===== src/rtl/iter_square_gen_pkg.sv =====
// rtl/iter_square_gen_pkg.sv - shared mode constants and FSM state encoding
package iter_square_gen_pkg;

    // Second-operand select codes; code 3 is reserved and falls back to square
    localparam logic [1:0] MODE_SQ  = 2'd0;
    localparam logic [1:0] MODE_B   = 2'd1;
    localparam logic [1:0] MODE_INC = 2'd2;

    // Controller state type and encodings
    typedef logic [1:0] state_t;
    localparam state_t ST_IDLE = 2'd0;
    localparam state_t ST_MUL  = 2'd1;
    localparam state_t ST_FIN  = 2'd2;

endpackage


===== src/rtl/iter_square_gen_if.sv =====
// rtl/iter_square_gen_if.sv - request/result bundle between host and square generator
interface iter_square_gen_if #(
    parameter int WIN = 16
);
    logic           step_en;
    logic [1:0]     mode;
    logic           load_b;
    logic [7:0]     b_in;
    logic [1:0]     sel;
    logic [WIN-1:0] res;
    logic           busy;
    logic           done;

    modport master (
        output step_en, mode, load_b, b_in, sel,
        input  res, busy, done
    );

    modport slave (
        input  step_en, mode, load_b, b_in, sel,
        output res, busy, done
    );
endinterface


===== src/rtl/iter_square_gen_seqmul_core.sv =====
// rtl/iter_square_gen_seqmul_core.sv - radix-2 shift-add unsigned multiplier datapath
module seqmul_core #(
    parameter int WIDTH = 32
) (
    input  logic               clk,
    input  logic               rst_n,
    input  logic               start_i,
    input  logic               run_i,
    input  logic [WIDTH-1:0]   a_i,
    input  logic [WIDTH-1:0]   b_i,
    output logic [2*WIDTH-1:0] acc_o,
    output logic               last_o
);
    localparam int IW = $clog2(WIDTH) + 1;

    logic [2*WIDTH-1:0] acc_q;
    logic [2*WIDTH-1:0] mcand_q;
    logic [WIDTH-1:0]   mplier_q;
    logic [IW-1:0]      iter_q;

    // Capture operands on start, then one conditional add and shift per run cycle
    always_ff @(posedge clk) begin
        if (!rst_n) begin
            acc_q    <= '0;
            mcand_q  <= '0;
            mplier_q <= '0;
            iter_q   <= '0;
        end else if (start_i) begin
            acc_q    <= '0;
            mcand_q  <= (2*WIDTH)'(a_i);
            mplier_q <= b_i;
            iter_q   <= '0;
        end else if (run_i) begin
            if (mplier_q[0]) begin
                acc_q <= acc_q + mcand_q;
            end
            mcand_q  <= mcand_q << 1;
            mplier_q <= mplier_q >> 1;
            iter_q   <= iter_q + 1'b1;
        end
    end

    assign acc_o  = acc_q;
    // High during the final run cycle so the controller leaves MUL after exactly WIDTH steps
    assign last_o = (iter_q == IW'(WIDTH - 1));

endmodule


===== src/rtl/iter_square_gen.sv =====
// rtl/iter_square_gen.sv - counter-driven iterative multiplier with windowed result
module iter_square_gen
    import iter_square_gen_pkg::*;
#(
    parameter int WIDTH = 32,
    parameter int WIN   = 16
) (
    input  logic              clk,
    input  logic              rst_n,
    iter_square_gen_if.slave  bus
);
    state_t             state_q, state_d;
    logic [WIDTH-1:0]   cnt_q;
    logic [7:0]         b_q;
    logic [2*WIDTH-1:0] product_q;
    logic               done_q;
    logic [WIDTH-1:0]   opb;
    logic [2*WIDTH-1:0] acc;
    logic [2*WIDTH-1:0] res_shift;
    logic               core_start;
    logic               core_run;
    logic               core_last;

    // Second operand chosen from the current counter or the stored B value
    always_comb begin
        opb = cnt_q;
        case (bus.mode)
            MODE_B:   opb = WIDTH'(b_q);
            MODE_INC: opb = cnt_q + WIDTH'(1);
            default:  opb = cnt_q;
        endcase
    end

    // Controller: accept a step only in IDLE, run WIDTH multiply cycles, then one finish cycle
    always_comb begin
        state_d    = state_q;
        core_start = 1'b0;
        core_run   = 1'b0;
        case (state_q)
            ST_IDLE: begin
                if (bus.step_en) begin
                    core_start = 1'b1;
                    state_d    = ST_MUL;
                end
            end
            ST_MUL: begin
                core_run = 1'b1;
                if (core_last) begin
                    state_d = ST_FIN;
                end
            end
            ST_FIN:  state_d = ST_IDLE;
            default: state_d = ST_IDLE;
        endcase
    end

    // State register
    always_ff @(posedge clk) begin
        if (!rst_n) begin
            state_q <= ST_IDLE;
        end else begin
            state_q <= state_d;
        end
    end

    // B register loads in any state; the core keeps its own captured copy
    always_ff @(posedge clk) begin
        if (!rst_n) begin
            b_q <= '0;
        end else if (bus.load_b) begin
            b_q <= bus.b_in;
        end
    end

    // Finish cycle publishes the product, pulses done and advances the counter
    always_ff @(posedge clk) begin
        if (!rst_n) begin
            cnt_q     <= '0;
            product_q <= '0;
            done_q    <= 1'b0;
        end else begin
            done_q <= (state_q == ST_FIN);
            if (state_q == ST_FIN) begin
                product_q <= acc;
                cnt_q     <= cnt_q + WIDTH'(1);
            end
        end
    end

    seqmul_core #(
        .WIDTH (WIDTH)
    ) u_core (
        .clk     (clk),
        .rst_n   (rst_n),
        .start_i (core_start),
        .run_i   (core_run),
        .a_i     (cnt_q),
        .b_i     (opb),
        .acc_o   (acc),
        .last_o  (core_last)
    );

    // Windows past the top of the product shift out to zero
    assign res_shift = product_q >> (WIN * int'(bus.sel));
    assign bus.res   = res_shift[WIN-1:0];
    assign bus.busy  = (state_q != ST_IDLE);
    assign bus.done  = done_q;

endmodule


===== src/flat_wrapper.sv =====
// flat-port wrapper written by rule: the top's interface ports become plain ports
module iter_square_gen_flat import iter_square_gen_pkg::*;
#(
    parameter int WIDTH = 32,
    parameter int WIN   = 16
)
  (clk, rst_n, bus_step_en, bus_mode, bus_load_b, bus_b_in, bus_sel, bus_res, bus_busy, bus_done);
  iter_square_gen_if #(.WIN(WIN)) bus_i ();
  input  logic clk;
  input  logic rst_n;
  input wire logic [$bits(bus_i.step_en)-1:0] bus_step_en;
  input wire logic [$bits(bus_i.mode)-1:0] bus_mode;
  input wire logic [$bits(bus_i.load_b)-1:0] bus_load_b;
  input wire logic [$bits(bus_i.b_in)-1:0] bus_b_in;
  input wire logic [$bits(bus_i.sel)-1:0] bus_sel;
  output wire logic [$bits(bus_i.res)-1:0] bus_res;
  output wire logic [$bits(bus_i.busy)-1:0] bus_busy;
  output wire logic [$bits(bus_i.done)-1:0] bus_done;
  assign bus_i.step_en = bus_step_en;
  assign bus_i.mode = bus_mode;
  assign bus_i.load_b = bus_load_b;
  assign bus_i.b_in = bus_b_in;
  assign bus_i.sel = bus_sel;
  assign bus_res = bus_i.res;
  assign bus_busy = bus_i.busy;
  assign bus_done = bus_i.done;
  iter_square_gen #(.WIDTH(WIDTH), .WIN(WIN)) u_core (.clk(clk), .rst_n(rst_n), .bus(bus_i));
endmodule

===== config.mk =====
export PLATFORM = sky130hd
export DESIGN_NAME = iter_square_gen_flat
export DESIGN_NICKNAME = d
export VERILOG_FILES = /design/src/rtl/iter_square_gen_pkg.sv /design/src/rtl/iter_square_gen_if.sv /design/src/rtl/iter_square_gen_seqmul_core.sv /design/src/rtl/iter_square_gen.sv /design/src/flat_wrapper.sv
export SDC_FILE = /design/constraint.sdc
export NUM_CORES = 1
export LEC_CHECK = 0
export BUFFER_PORTS_ARGS = -buffer_cell sky130_fd_sc_hd__clkbuf_2
export CELL_PAD_IN_SITES_DETAIL_PLACEMENT = 1
export CELL_PAD_IN_SITES_GLOBAL_PLACEMENT = 1
export CORE_ASPECT_RATIO = 1.2
export CORE_MARGIN = 3
export CORE_UTILIZATION = 48
export DETAILED_ROUTE_END_ITERATION = 16
export GPL_TIMING_DRIVEN = 0
export HOLD_SLACK_MARGIN = 0.06
export PLACE_DENSITY_LB_ADDON = 0.15
export SLEW_MARGIN = 20
export SYNTH_ARGS = -nofsm -noshare
export SYNTH_HDL_FRONTEND = slang
export SYNTH_SLANG_ARGS = --single-unit
export TNS_END_PERCENT = 20

===== constraint.sdc =====
create_clock -name clk -period 4.86 [get_ports clk]
set_input_delay 1.458 -clock clk [delete_from_list [all_inputs] [get_ports clk]]
set_output_delay 1.458 -clock clk [all_outputs]
set_load 0.01 [all_outputs]

Yosys cells after proc, flatten, opt, wreduce, memory -nomap -nowiden
Index checks and enable logic that the tools add are counted.
Cells by class
  add/sub/neg operators: 3
  eq/ne operators: 7
  shift operators: 1
  mux-type cells: 11
  bitwise logic cells: 1
  reductions and logical operators: 6
Operator list (count)
  $mux 32: 4
  $add 64x64->64: 1
  $pmux 32 s2: 1
  $shr 64x6->16: 1
  $add 32x1->32 const B: 1
  $add 6x1->6 const B: 1
  $eq 6x5->1 const B: 1
  $eq 2x1->1 const B: 2
  $eq 2x2->1 const B: 2
  $mux 2: 2
  $pmux 2 s2: 1
  $reduce_and 2->1: 2
  $reduce_bool 2->1: 2
  $mux 1: 3
  $logic_not 2->1: 1
  $ne 2x1->1 const B: 1
  $ne 2x2->1 const B: 1
  $reduce_or 2->1: 1
  $not 1->1: 1
Storage, ports and cells
  register bits: 273
  bits of input ports: 16
  output and inout bits: 18
  word-level logic and storage cells: 39

Depth between registers and ports, before layout
  word-level depth: 4
  depth in mapped cells: 11
  mapped depth without buffers: 11

Hierarchy
Synthesis repeated with hierarchy kept, for this count alone.
Unflattened totals
  cells, all modules: 1975
  area, all modules: 16004.1 um^2
By module, submodules not included
  seqmul_core: instances 1, cells an instance 1294, area each 10368.7 um^2, sequential area each 3323.2 um^2
  iter_square_gen: instances 1, cells an instance 681, area each 5635.4 um^2, sequential area each 2142.1 um^2

Worst setup path after synthesis
No wires, ideal clock.
  path type: input port to output port
  start point: in bus_sel[0]
  end point: out bus_res[10]
  arrival time: 2.983 ns
  data required time: 3.402 ns
  setup slack: 0.419 ns
  cell stages on the path: 3
  buffers on the path: 2
  cell sequence: clkbuf_1 buf_1 mux4_2
On the way
  cells in the longest elaborated chain, start to end: 1
RTL lines
  start, declared: line flat_wrapper.sv:15  | input wire logic [$bits(bus_i.sel)-1:0] bus_sel;
  $shr 64x6->16: line iter_square_gen.sv:104  | assign res_shift = product_q >> (WIN * int'(bus.sel));
  end, declared: line flat_wrapper.sv:16  | output wire logic [$bits(bus_i.res)-1:0] bus_res;
Every way passes these cells.

Worst setup path after layout
  start point: in bus_sel[0]
  end point: out bus_res[3]
Same word-level chain as after synthesis.

==> flow_metrics.py <==
metrics = {
    "run_status": {
        "run_status": "finished clean",
    },
    "yosys": {
        "synthesis.nets": 2079,
        "synthesized_instance_count": 1995,
        "synth_seq_area_share": 0.3508,
        "synth-main-ff-cell": "dfxtp_1",
        "synth_enable_flop_cells": 0,
        "asyncSetResetFlopFracSynth": 0,
        "yosys_register_bits": 273,
        "synth_area_leader_cell": "dfxtp_1",
        "yosys.area.top_type_share": 0.3508,
        "netlist_top_cells_area": "dfxtp_1 (35%), nand2_1 (11%), a21boi_0 (5.7%)",
        "ys_types": 72,
        "synth-warning-count": 0,
        "mappedNetlistArea_um2": 15580,
        "synth.avg_cell_area_um2": 7.809,
    },
    "timing": {
        "fmax_mhz": 214.8,
        "timing_worst_slew_pin_value_ns": 1.173,
        "final_max_slew_viol_count": 0,
        "final.setup_skew_ns": 0.01115,
        "grt_setup_unrepaired": "false",
        "setup_violations": 0,
        "timing.final.crit_share": 0.9580,
        "number_of_hold_violations_in_the_final_report": 0,
        "final_period_minus_worst_setup_slack_ns": 4.656,
        "maxSlewHeadroom": 0.1980,
    },
    "placement": {
        "numPortBuffers": 30,
        "hpwl_um": 44380,
        "dp_cells": 2426,
        "place.gp.congestion": 0.9809,
        "postPlaceCellArea_um2": 16230,
    },
    "power": {
        "combPwrFrac": 0.051,
        "seq_power_share": 0.456,
        "vdd_drop_max_mv": 0.2491,
        "clockPowerShare": 0.492,
        "leakagePower_nw": 6.290,
        "power.internal_mw": 3.743,
        "powerDensity_nw_per_um2": 285.5,
        "power.switching_fraction": 0.2414,
        "power.net_switching_mw": 1.191,
    },
    "floorplanning": {
        "coreArea_um2": 31710,
        "initial_utilization": 0.4913,
        "floorplan.die_area_um2": 34660,
        "floorplan.die.height_um": 203.4,
        "die_w_um": 170.5,
        "io-pin-count": 34,
        "placement_rows": 71,
    },
    "final_layout": {
        "layout-drive-gt1-share": 0.06538,
        "post_layout_nonfiller_instances": 2481,
        "nFillCells": 3916,
        "layout_commonest_cell": "nand2_1",
        "most-common-layout-cells": "nand2_1 (436), dfxtp_1 (273), a21oi_1 (174), clkbuf_1 (119), a21boi_0 (118)",
        "design_area_um2": 17280,
        "diodes": 0,
        "nNetsFinal": 2141,
        "finish.utilization": 0.5449,
        "flow.area_growth_from_synthesis_pct": 10.92,
    },
    "setup_path": {
        "worstSetupEndpointType": "primary output",
        "worstPathMaxFanout": 10,
        "critPathRequiredTime_ns": 3.40,
        "timing.setup.critical_path_class": "in -> out",
        "worstSetupStartpointType": "primary input",
        "crit_arrival_ns": 3.20,
    },
    "cts": {
        "clock_insertion_delay_worst_skew_ns": 0.58,
        "htreeDepth": 1,
        "tritoncts": "done",
        "clock_tree.buffer_depth": 3,
        "postCtsSetupBuffers": 0,
        "cts_resized": 2,
        "cts.root.buffer_cell": "clkbuf_16",
        "count_of_hold_buffers_inserted_by_post_cts_repair": 0,
        "worst_setup_hold_path_clk_slew_ns": 0.06,
        "cts_buffers": 30,
        "cts_sinks": 273,
    },
    "detailed_routing": {
        "vias_per_std_cell": 6.117,
        "wirelength_um": 57860,
        "route.vias.total": 15177,
        "drt_iter0_markers": 942,
        "routed_wire_length_per_instance_um": 23.32,
        "post-route-drc-count": 0,
        "dr.pass1.iters": 5,
        "final_antenna_net_count": 0,
    },
    "run": {
        "max_cap_viol_count": 0,
    },
    "global_route": {
        "globalRouteTotalUtil": 0.3306,
        "grt_pass1_wl_um": 89740,
        "maximum_number_of_pins_on_one_net_before_global_route_repair": 15,
        "first_global_vias": 15817,
        "global_route.overflow_total": 0,
        "number_of_antenna_violations_at_the_first_check_in_global_routing": 0,
    },
    "worst_hold_path": {
        "min-delay-path-class": "reg -> reg",
    },
}
==> per-layer routing <==
layer / track usage / wire length (um) / vias up
met5: 0 / 0 / -
met4: 0.1820 / 3604 / 0
met3: 0.04013 / 2247 / 148
met2: 0.6006 / 29170 / 370
met1: 0.3724 / 22840 / 7482
li1: - / - / 7177
==> stage by stage <==
| step | setup WS, ns | setup TNS (ns) | hold WS, ns | total power [mW] |
|---|---|---|---|---|
| floorplan | 0.4189 | 0 | 0.4402 | 2.447 |
| global placement | -0.04146 | -0.1001 | 0.4506 | 2.544 |
| finish | 0.2040 | 0 | 0.4681 | 4.934 |
| CTS | 0.1540 | 0 | 0.4704 | 4.958 |
| global route | 0.04965 | 0 | 0.4946 | 5.080 |
| detailed placement | -0.05905 | -0.1961 | 0.4621 | 2.550 |
==> layout make-up <==
class | count | area [um^2] | area share
well taps | 401 | 501.7 | 0.02903
repair buffers | 30 | 150.1 | 0.008688
clock buffers | 43 | 900.9 | 0.05213
flip-flops and latches | 273 | 5465 | 0.3162
multi-input cells | 1544 | 9423 | 0.5452
plain buffers | 147 | 583.1 | 0.03374
clock inverters | 12 | 141.4 | 0.008181
inverters | 31 | 116.4 | 0.006733
==> registers in the layout, indices dropped and copies added (netlist names) <==
register,cells
u_core.u_core.mcand_q,64
u_core.bus.done,1
u_core.product_q,64
u_core.u_core.acc_o,64
u_core.state_q,2
u_core.b_q,8
u_core.u_core.iter_q,6
u_core.u_core.mplier_q,32
u_core.cnt_q,32
==> synth_stat cells, types with 4 or more instances <==
library cell and number:
nand2_1 436, dfxtp_1 273, a21oi_1 174, a21boi_0 118
clkbuf_1 115, o21ai_0 87, nor2_1 77, ha_1 67
nand3_1 59, and2_1 52, xnor2_1 50, a22oi_1 40
xor2_1 39, a31oi_1 36, a21o_1 34, nand4_1 33
inv_1 31, nor3_1 23, nor2b_1 20, buf_2 16
mux4_2 16, o211ai_1 16, a211oi_1 15, and3_1 15
or3_1 14, buf_1 13, mux2i_1 13, o21bai_1 12
o21a_1 7, nand2b_1 6, nor4_1 6, o22ai_1 6
a2111oi_0 5, or4_1 5, a32oi_1 4, nor3b_1 4
o31ai_1 4
==> logic make-up after synthesis <==
group | synth area share
simple gates | 0.2225
compound gates | 0.2443
flops | 0.3508
buf+inv | 0.04441
xor+xnor | 0.05003
fa+ha+maj | 0.05509
mux | 0.03293
==> path summary, 6_finish.rpt <==
path	slack (ns)	start	end	cells after the start
hold / removal	0.47	u_core.product_q[54]	u_core.product_q[54]	2
setup / recovery	0.20	bus_sel[0]	bus_res[3]	4
setup reg to reg	1.07	u_core.u_core.mcand_q[29]	u_core.u_core.acc_o[60]	10
hold reg to reg	0.47	u_core.product_q[54]	u_core.product_q[54]	2
==> power groups by stage <==
stage	logic [mW]	registers (mW)	clock network [mW]
floorplan	0.149	2.30	0
global placement	0.243	2.30	0
detailed placement	0.249	2.30	0
CTS	0.251	2.25	2.46
global route	0.270	2.25	2.56
finish	0.254	2.25	2.43
==> worst max-delay path, stage by stage <==
cell             delay [ns]
clkbuf_1               0.43
clkdlybuf4s15_2        0.55
mux4_2                 0.59
clkbuf_2               0.17
Power figures use the tool's default switching activity.
